$ cat src/rtl/keccak_padder.sv
// Keccak/SHA-3 multi-rate padder: packs W-bit words into RATE-bit blocks, applies the
// domain suffix and final 0x80 bit, and hands each block to the permutation on f_ack.
module keccak_padder #(
  parameter int unsigned W    = 32,
  parameter int unsigned RATE = 576,
  parameter logic [7:0]  DSEP = 8'h06,
  localparam int unsigned BN  = $clog2(W / 8)
) (
  input  logic            clk_i,
  input  logic            reset_n,
  input  logic [W-1:0]    in_i,
  input  logic            in_ready_i,
  input  logic            is_last_i,
  input  logic [BN-1:0]   byte_num_i,
  output logic            in_ack_o,
  output logic [RATE-1:0] out_o,
  output logic            out_ready_o,
  output logic            out_last_o,
  input  logic            f_ack_i
);

  localparam int unsigned N  = RATE / W;
  localparam int unsigned NB = W / 8;
  localparam int unsigned CW = $clog2(N + 1);

  localparam logic [CW-1:0] CntFull = CW'(N);
  localparam logic [CW-1:0] CntLast = CW'(N - 1);

  typedef enum logic [1:0] {
    StAbsorb,
    StPad,
    StFullLast
  } state_e;

  state_e          state_q, state_d;
  logic [CW-1:0]   cnt_q, cnt_d;
  logic [RATE-1:0] out_q, out_d;
  logic [RATE-1:0] shifted;
  logic [W-1:0]    last_word;
  logic [W-1:0]    v;
  logic            shift;
  logic            in_ack;
  logic            full;
  logic            at_last;

  assign full    = (cnt_q == CntFull);
  assign at_last = (cnt_q == CntLast);

  // Bytes before byte_num keep the data, byte_num carries the suffix, the rest are zero.
  always_comb begin
    last_word = in_i;
    for (int unsigned i = 0; i < NB; i++) begin
      if (BN'(i) == byte_num_i) begin
        last_word[W-1-8*i -: 8] = DSEP;
      end else if (BN'(i) > byte_num_i) begin
        last_word[W-1-8*i -: 8] = 8'h00;
      end
    end
  end

  if (RATE > W) begin : g_shift
    assign shifted = {out_q[RATE-W-1:0], v};
  end else begin : g_noshift
    assign shifted = v;
  end

  always_comb begin
    state_d = state_q;
    cnt_d   = cnt_q;
    out_d   = out_q;
    v       = '0;
    shift   = 1'b0;
    in_ack  = 1'b0;

    unique case (state_q)
      StAbsorb: begin
        if (full) begin
          if (f_ack_i) begin
            cnt_d = '0;
          end
        end else if (in_ready_i) begin
          in_ack = 1'b1;
          shift  = 1'b1;
          if (is_last_i) begin
            v = last_word;
            if (at_last) begin
              v[7]    = 1'b1;
              state_d = StFullLast;
            end else begin
              state_d = StPad;
            end
          end else begin
            v = in_i;
          end
        end
      end
      StPad: begin
        shift = 1'b1;
        if (at_last) begin
          v[7]    = 1'b1;
          state_d = StFullLast;
        end
      end
      StFullLast: begin
        if (f_ack_i) begin
          cnt_d   = '0;
          state_d = StAbsorb;
        end
      end
      default: state_d = StAbsorb;
    endcase

    if (shift) begin
      out_d = shifted;
      cnt_d = cnt_q + CW'(1);
    end
  end

  always_ff @(posedge clk_i or negedge reset_n) begin
    if (!reset_n) begin
      state_q <= StAbsorb;
      cnt_q   <= '0;
      out_q   <= '0;
    end else begin
      state_q <= state_d;
      cnt_q   <= cnt_d;
      out_q   <= out_d;
    end
  end

  // Gated so an in_ready held through reset is never acknowledged.
  assign in_ack_o    = in_ack & reset_n;
  assign out_o       = out_q;
  assign out_ready_o = full;
  assign out_last_o  = (state_q == StFullLast);

endmodule

$ cat config.mk
export PLATFORM = sky130hd
export DESIGN_NAME = keccak_padder
export DESIGN_NICKNAME = d
export VERILOG_FILES = /design/src/rtl/keccak_padder.sv
export SDC_FILE = /design/constraint.sdc
export NUM_CORES = 1
export LEC_CHECK = 0
export ABC_AREA = 1
export BUFFER_PORTS_ARGS = -buffer_cell sky130_fd_sc_hd__clkbuf_2
export CORE_ASPECT_RATIO = 1.1
export CORE_UTILIZATION = 46
export CTS_CLUSTER_DIAMETER = 30
export DETAILED_ROUTE_END_ITERATION = 12
export HOLD_SLACK_MARGIN = 0.15
export PLACE_DENSITY = 0.7
export REMOVE_ABC_BUFFERS = 1
export SLEW_MARGIN = 0
export SYNTH_ARGS = -nofsm -noshare
export SYNTH_HDL_FRONTEND = slang
export SYNTH_SLANG_ARGS = --single-unit
$ cat constraint.sdc
create_clock -name clk_i -period 2.74 [get_ports clk_i]
set_clock_uncertainty 0.2 [all_clocks]
set_input_delay 0.274 -clock clk_i [delete_from_list [all_inputs] [get_ports clk_i]]
set_output_delay 0.274 -clock clk_i [all_outputs]
set_load 0.005 [all_outputs]
After elaboration in Yosys (flattened, before gate mapping)
Index checks and enable logic that the tools add are counted.
{ "word_totals": {"n_memories": 0, "ram_bits": 0, "wordCells": 58, "input_bits": 39, "romBits": 0, "latchBits": 0, "ff_bits": 583} }
{ "classes": {"n_eq_ne": 13, "n_shift": 0, "addsub": 1, "mul": 0, "div": 0, "mux": 31, "order_cmp": 4, "n_reduce_logical": 5, "bitwise_logic": 1} }
{ "ops": {"columns": ["cell", "n"], "rows": [
  ["$mux W32", 3],
  ["$mux W8", 8],
  ["$mux W24", 1],
  ["$mux W5", 3],
  ["$mux W2", 6],
  ["$eq A5 B5 Y1 const B", 2],
  ["$pmux W5 S2", 1],
  ["$ne A2 B2 Y1 const B", 4],
  ["$mux W7", 1],
  ["$pmux W2 S3", 1],
  ["$add A5 B1 Y5 const B", 1],
  ["$mux W1", 5],
  ["$reduce_and A5 Y1", 1],
  ["$eq A2 B2 Y1 const A", 2],
  ["$gt A1 B2 Y1 const A", 2],
  ["$gt A2 B2 Y1 const A", 2],
  ["$logic_not A2 Y1", 2],
  ["$pmux W1 S2", 2],
  ["$ne A3 B3 Y1 const B", 1],
  ["$reduce_bool A3 Y1", 1],
  ["$eq A1 B2 Y1 const A", 1],
  ["$eq A2 B1 Y1 const B", 1],
  ["$eq A2 B2 Y1 const B", 1],
  ["$ne A2 B1 Y1 const B", 1],
  ["2 further kinds", 2]
]} }

Depth between registers and ports, before layout
Gate-level depths: netlist of run 1.
{ "logic_depth": {"depth_word": 8, "ltp_mapped": 13, "ltp_nobuf": 10} }

Worst setup path before layout of run 1
No wires, ideal clock.
{ "synth_timing": {"path_type": "register to register", "start": "register cnt_q[0]", "end": "register out_q[481], in the netlist out_o[481]", "slack_ns": 0.890, "setup_ns": 0.130, "n_path_buf": 3, "path_stages_with_launch": 14, "t_arrival_ns": 1.519, "cell_sequence": "dfrtp_1 > inv_1 > ha_1 > nand2_1 > inv_1 > nand2_4 > nand2_2 > nand2_1 > nand2_2 > buf_6 > buf_6 > buf_4 > nand2_1 > o21ai_1"} }
{ "synth_via": {"elab_chain_cells": 3} }
{ "synth_rtl": {"columns": ["element", "line", "text"], "rows": [
  ["from (decl)", "36", "logic [CW-1:0] cnt_q, cnt_d;"],
  ["from (signal assigned)", "126", "cnt_q <= cnt_d;"],
  ["$eq A5 B5 Y1", "46", "assign full = (cnt_q == CntFull);"],
  ["$mux W1", "77", "if (full) begin"],
  ["$pmux W1 S2", "75", "unique case (state_q)"],
  ["to (signal assigned)", "127", "out_q <= out_d;"],
  ["to (decl)", "37", "logic [RATE-1:0] out_q, out_d;"]
]} }
Every way passes these cells.
A chain may end at the register's enable or synchronous reset.

Worst setup path in the final report of run 1
{ "layout_timing": {"start": "register cnt_q[0]", "end": "register out_q[1], in the netlist out_o[1]"} }
{ "layout_via": {"elab_chain_cells": 3, "elab_cells_between_ends": 5} }
{ "layout_rtl": {"columns": ["element", "line"], "rows": [
  ["$eq A5 B5 Y1 *", "46"],
  ["$mux W1 / $mux W32 (equally long branches)", "77"],
  ["$pmux W1 S2 / $mux W7 (equally long branches)", "75"]
]} }
Mark *: on every way between the ends. The rest lies on a longest branch, timed or not.

==> run summary, run 1 <==
Post-DP HPWL: 43600 um
Slew Viols, Final: 0
starting density of the core: 46.6%
Area after DPL: 25900 um2
placed cell count: 3536
reg-to-reg startpoint: cnt_q[0]
setup_tns: 0 ns
R2R Setup Slk: 0.18 ns
fin cells: 3820
total power: 34.5 mW
final RePlAce weighted congestion: 0.894
IO Pins: 618
async set-reset flop share out of synthesis: 100%
via count: 18200
fraction of layout cells with a size suffix above 1: 29.6%
synthesized area: 26100 um2
Clock Tree Buf Depth: 3
prevailing post-synth register cell: dfrtp_1
number of buffers created by CTS: 110
CTS tree: done
clk slew on worst S/H paths: 0.05 ns
maximum fanout along the worst path: 12
Hold Violations, Final: 0
Final nets: 3022
Synth Register Bits: 583
# rows: 91
total power density per cell area: 1120 nW/um2
DR WL/cell: 17.0 um
Setup crit end: out_o[1]
Routed WL: 65000 um
Total GRT Usage: 21.9%
FMAX: 0.391 GHz
outcome: completed
Synth Instances: 2794
Port Buffers: 617
Peak VDD IR: 0.626 mV
1st-iter DRT viols: 1267
first-pass GRT wire length: 99900 um
core area: 56000 um2
Overflow after GRT: 0
largest net degree at the start of global routing: 112
synth-to-layout area growth: 18.2%
Antenna Nets Post-Route: 0
most common library cell in the layout ignoring fill and taps: nand2_1
CTS H-tree depth: 3
Chip Width: 229 um
FF-to-FF path depth: 11
syn_area_per_cell: 9.33 um2
clk sinks: 583
RSZ-0062 raised after global routing: no
slew margin rel.: 50.2%
count of final setup violators: 0
register area share after synthesis: 55.9%
critical path type: flip-flop to flip-flop
R2R Path End: out_o[1]
hold crit path type: primary input to flip-flop
fin crit period: 2.56 ns
clock latency reported for the late side of the worst-skew pair: 0.64 ns
Die ar.: 57700 um2
Netlist cell types: 26
Critical Path End Type: flip-flop
Worst Path Arrival: 2.92 ns
Vias/cell: 4.78
number of synthesized flops with an enable pin: 0
Critical Path RT: 3.10 ns
commonest non-fill, non-tap cells in the layout: nand2_1, clkbuf_2, dfrtp_1
total of max-cap violations: 0
initial antenna violation count: 0
die height: 252 um
actual transition at the worst max-transition pin: 0.747 ns
n_diodes: 0
period utilization: 93.4%
critical path launch point type: flip-flop
number of global-route vias before repair: 17900
top post-synthesis cells by area: dfrtp_1, buf_4, nand2_1, o21ai_0, inv_1
CTS Root Cell: clkbuf_16
synth warn: 0
Final Instance Area: 30800 um2
share of the synthesized area in the top cell type: 55.9%
crit path from: cnt_q[0]
drt drc: 0
Detailed Routing Iterations Pass 1: 5
area leader, netlist: dfrtp_1
leakage power: 15.5 nW
cell usage after synthesis, types with 3 or more instances:
cell type,count
o21ai_1,156
nand2_2,13
clkbuf_1,36
nor2_1,12
nand3_1,23
buf_2,52
dfrtp_1,583
nand2_1,676
inv_2,3
buf_6,26
inv_1,269
o21ai_2,10
buf_4,553
ha_1,3
o21ai_0,362
or2_2,4
how the worst min path moves through the flow:
stage	startpoint	to	cells after the start
2_1_floorplan	reset_n	cnt_q[0]	0
3_3_place_gp	reset_n	out_o[161]	1
3_5_place_dp	reset_n	out_o[161]	1
4_1_cts	in_i[29]	out_o[29]	4
5_1_grt	in_i[29]	out_o[29]	4
6_report	in_i[29]	out_o[29]	4
registers in the layout, indices dropped and copies added (netlist names):
signal and flops:
state_q 2, cnt_q 5, out_o 576
timing repair:
| item | CTS | global route |
|---|---|---|
| setup endpoints to repair | 0 | 8 |
| resized for setup | 0 | 3 |
| hold buffers | 73 | 0 |
| buffers inserted | 0 | 3 |
| hold endpoints to repair | 626 | 0 |
worst max-delay path, cell delays in order, from the launching register on:
cell and delay, ns:
dfrtp_1 0.43, inv_1 0.08, ha_1 0.19, nand2_1 0.05
inv_1 0.06, nand2_4 0.10, nand3_4 0.16, nor2_2 0.17
buf_4 0.24, nand3_1 0.14, dlygate4sd3_1 0.59, nand2_1 0.07
where the power goes:
group          internal [mW]  total, mW  leakage, nW  switching, mW
sequential              10.6       12.1         8.09           1.52
combinational           2.93       7.70         5.45           4.77
clock                   10.0       14.7         2.00           4.67
total                   23.5       34.5         15.5           11.0
layout make-up:
class	instances	area, um2
fill	4817	25200
sequential	583	14600
multi-input combinational	1268	5640
timing repair buffer	744	4510
clock buffer	132	3010
clock inverter	76	1120
inverter	273	1020
tap	744	931
through the flow:
step	utilization (%)	hold slack [ns]	setup WS [ns]
after floorplan	-	-0.222	-3.48
after global placement	46.2	0.00808	0.553
after detailed placement	46.2	0.0134	0.474
after CTS	54.9	0.168	0.0393
after global routing	55.0	0.197	0.00380
final	55.0	0.214	0.180
metal layers:
metal,vias to the layer above,routed length (um),track usage [%]
li1,8577,-,-
met1,8785,26200,26.9
met2,686,31400,35.7
met3,193,3820,5.02
met4,0,3540,12.5
met5,-,0,0
cells by family (layout without fill, tap and decap cells):
group                      after synthesis  after routing  share of synthesized area, %
AOI/OAI and AO/OA                      529            529                          10.3
DFF                                    583            583                          55.9
and+or+nand+nor                        735            735                          11.0
buffers and inverters                  943           1225                          22.6
adders and majority gates                3              3                         0.144
xor gates and xnor gates                 1              1                        0.0336
Note: power is estimated with default switching activity, not from simulation.
==> run 2: changes to the inputs <==
==> constraint.sdc (replaced) <==
create_clock -name clk_i -period 2.74 [get_ports clk_i]
set_clock_uncertainty 0.2 [all_clocks]
set_input_delay 0.411 -clock clk_i [delete_from_list [all_inputs] [get_ports clk_i]]
set_output_delay 0.411 -clock clk_i [all_outputs]
set_load 0.005 [all_outputs]
==> run 2 against run 1 <==
- flip-flop and latch count stayed put
- die area stayed put
- first-iteration DRC count is 0.47% lower
- core utilization is 0.20 points lower
- via count is 0.30% higher
- final cell count is 0.24% lower
- final area is 0.36% lower
- largest cell class unchanged
==> run summary, run 2 (synthesis results as in run 1) <==
leakage power: 15.5 nW
first-pass GRT wire length: 100000 um
drt drc: 0
clock latency reported for the late side of the worst-skew pair: 0.64 ns
Chip Width: 229 um
core area: 56000 um2
total power density per cell area: 1120 nW/um2
DR WL/cell: 17.1 um
commonest non-fill, non-tap cells in the layout: nand2_1, clkbuf_2, dfrtp_1
total power: 34.4 mW
critical path launch point type: flip-flop
IO Pins: 618
setup_tns: 0 ns
Overflow after GRT: 0
Total GRT Usage: 22.1%
synth-to-layout area growth: 17.7%
fin cells: 3811
critical path type: flip-flop to output pin
n_diodes: 0
Final Instance Area: 30700 um2
Worst Path Arrival: 1.95 ns
slew margin rel.: 49.7%
Post-DP HPWL: 44000 um
initial antenna violation count: 1
Routed WL: 65100 um
hold crit path type: primary input to asynchronous set/reset pin
Hold Violations, Final: 0
Vias/cell: 4.80
Port Buffers: 617
Die ar.: 57700 um2
R2R Path End: out_o[6]
clk sinks: 583
most common library cell in the layout ignoring fill and taps: nand2_1
# rows: 91
Final nets: 3016
largest net degree at the start of global routing: 130
period utilization: 93.5%
R2R Setup Slk: 0.21 ns
starting density of the core: 46.6%
count of final setup violators: 0
maximum fanout along the worst path: 8
outcome: completed
1st-iter DRT viols: 1261
Clock Tree Buf Depth: 3
number of buffers created by CTS: 108
Critical Path RT: 2.13 ns
CTS tree: done
Peak VDD IR: 0.622 mV
fraction of layout cells with a size suffix above 1: 29.8%
FF-to-FF path depth: 10
via count: 18300
Antenna Nets Post-Route: 0
number of global-route vias before repair: 17700
RSZ-0062 raised after global routing: no
CTS H-tree depth: 3
clk slew on worst S/H paths: 0.05 ns
Slew Viols, Final: 0
fin crit period: 2.56 ns
placed cell count: 3547
actual transition at the worst max-transition pin: 0.754 ns
FMAX: 0.390 GHz
final RePlAce weighted congestion: 0.888
total of max-cap violations: 0
max FFs per register: 576
Detailed Routing Iterations Pass 1: 5
Area after DPL: 26000 um2
CTS Root Cell: clkbuf_16
die height: 252 um
Critical Path End Type: output pin
Hold WS: 0.227 ns
reg-to-reg startpoint: cnt_q[0]
run 2: cell types whose count changed in the layout (fill, tap and decap cells not counted), moves of 2 or more:
cell	delta
clkinvlp_4	+4
clkinv_2	-9
clkbuf_16	-3
buf_4	+5
clkinv_4	+2
buf_12	+6
dlygate4sd3_1	-15
run 2: how the worst max path moves through the flow:
stage	start	to	slack [ns]
after floorplan	cnt_q[0]	out_o[118]	-3.48
after global placement	cnt_q[0]	out_o[435]	0.51
after detailed placement	cnt_q[0]	out_o[575]	0.46
after CTS	cnt_q[0]	in_ack_o	0.15
after global routing	cnt_q[0]	in_ack_o	0.05
final	cnt_q[0]	in_ack_o	0.18
run 2: layer usage:
layer | part of all wire, % | up-vias | global-route usage [%]
li1 | - | 8597 | -
met3 | 5.2 | 200 | 4.39
met1 | 40 | 8874 | 27.3
met5 | 0 | - | 0
met4 | 5.9 | 0 | 14.0
met2 | 49 | 624 | 35.5
run 2: through the flow:
step	utilization, %	worst slack, ns
after floorplan	-	-3.48
after global placement	46.5	0.513
after global routing	54.8	0.0510
after CTS	54.8	0.153
after detailed placement	46.5	0.456
final	54.8	0.178
run 2: report_power, final:
part	total (mW)	internal (mW)	switching (mW)
registers	12.1	10.6	1.50
logic	7.87	3.02	4.85
clock network	14.5	9.84	4.66
run 2: final cells by class:
cell class / instances / area [um2]
Fill cell: 4808 / 25300
Sequential cell: 583 / 14600
Multi-Input combinational cell: 1269 / 5640
Timing Repair Buffer: 739 / 4470
Clock buffer: 132 / 2980
Clock inverter: 71 / 1080
Inverter: 273 / 1020
Tap cell: 744 / 931
run 2: timing repair:
action	4_1_cts	5_1_grt
gates resized for setup	0	2
hold endpoints to repair	622	0
hold buffers	58	0
setup endpoints to repair	0	3
setup buffers	0	2
run 2: critical path, cell delays in order (launching register included):
cell and delay [ns]:
dfrtp_2 0.40, inv_1 0.07, ha_1 0.19, nand2_1 0.06, inv_1 0.06, nand2_4 0.09, nand3_4 0.18, nor2_1 0.15
clkbuf_2 0.14
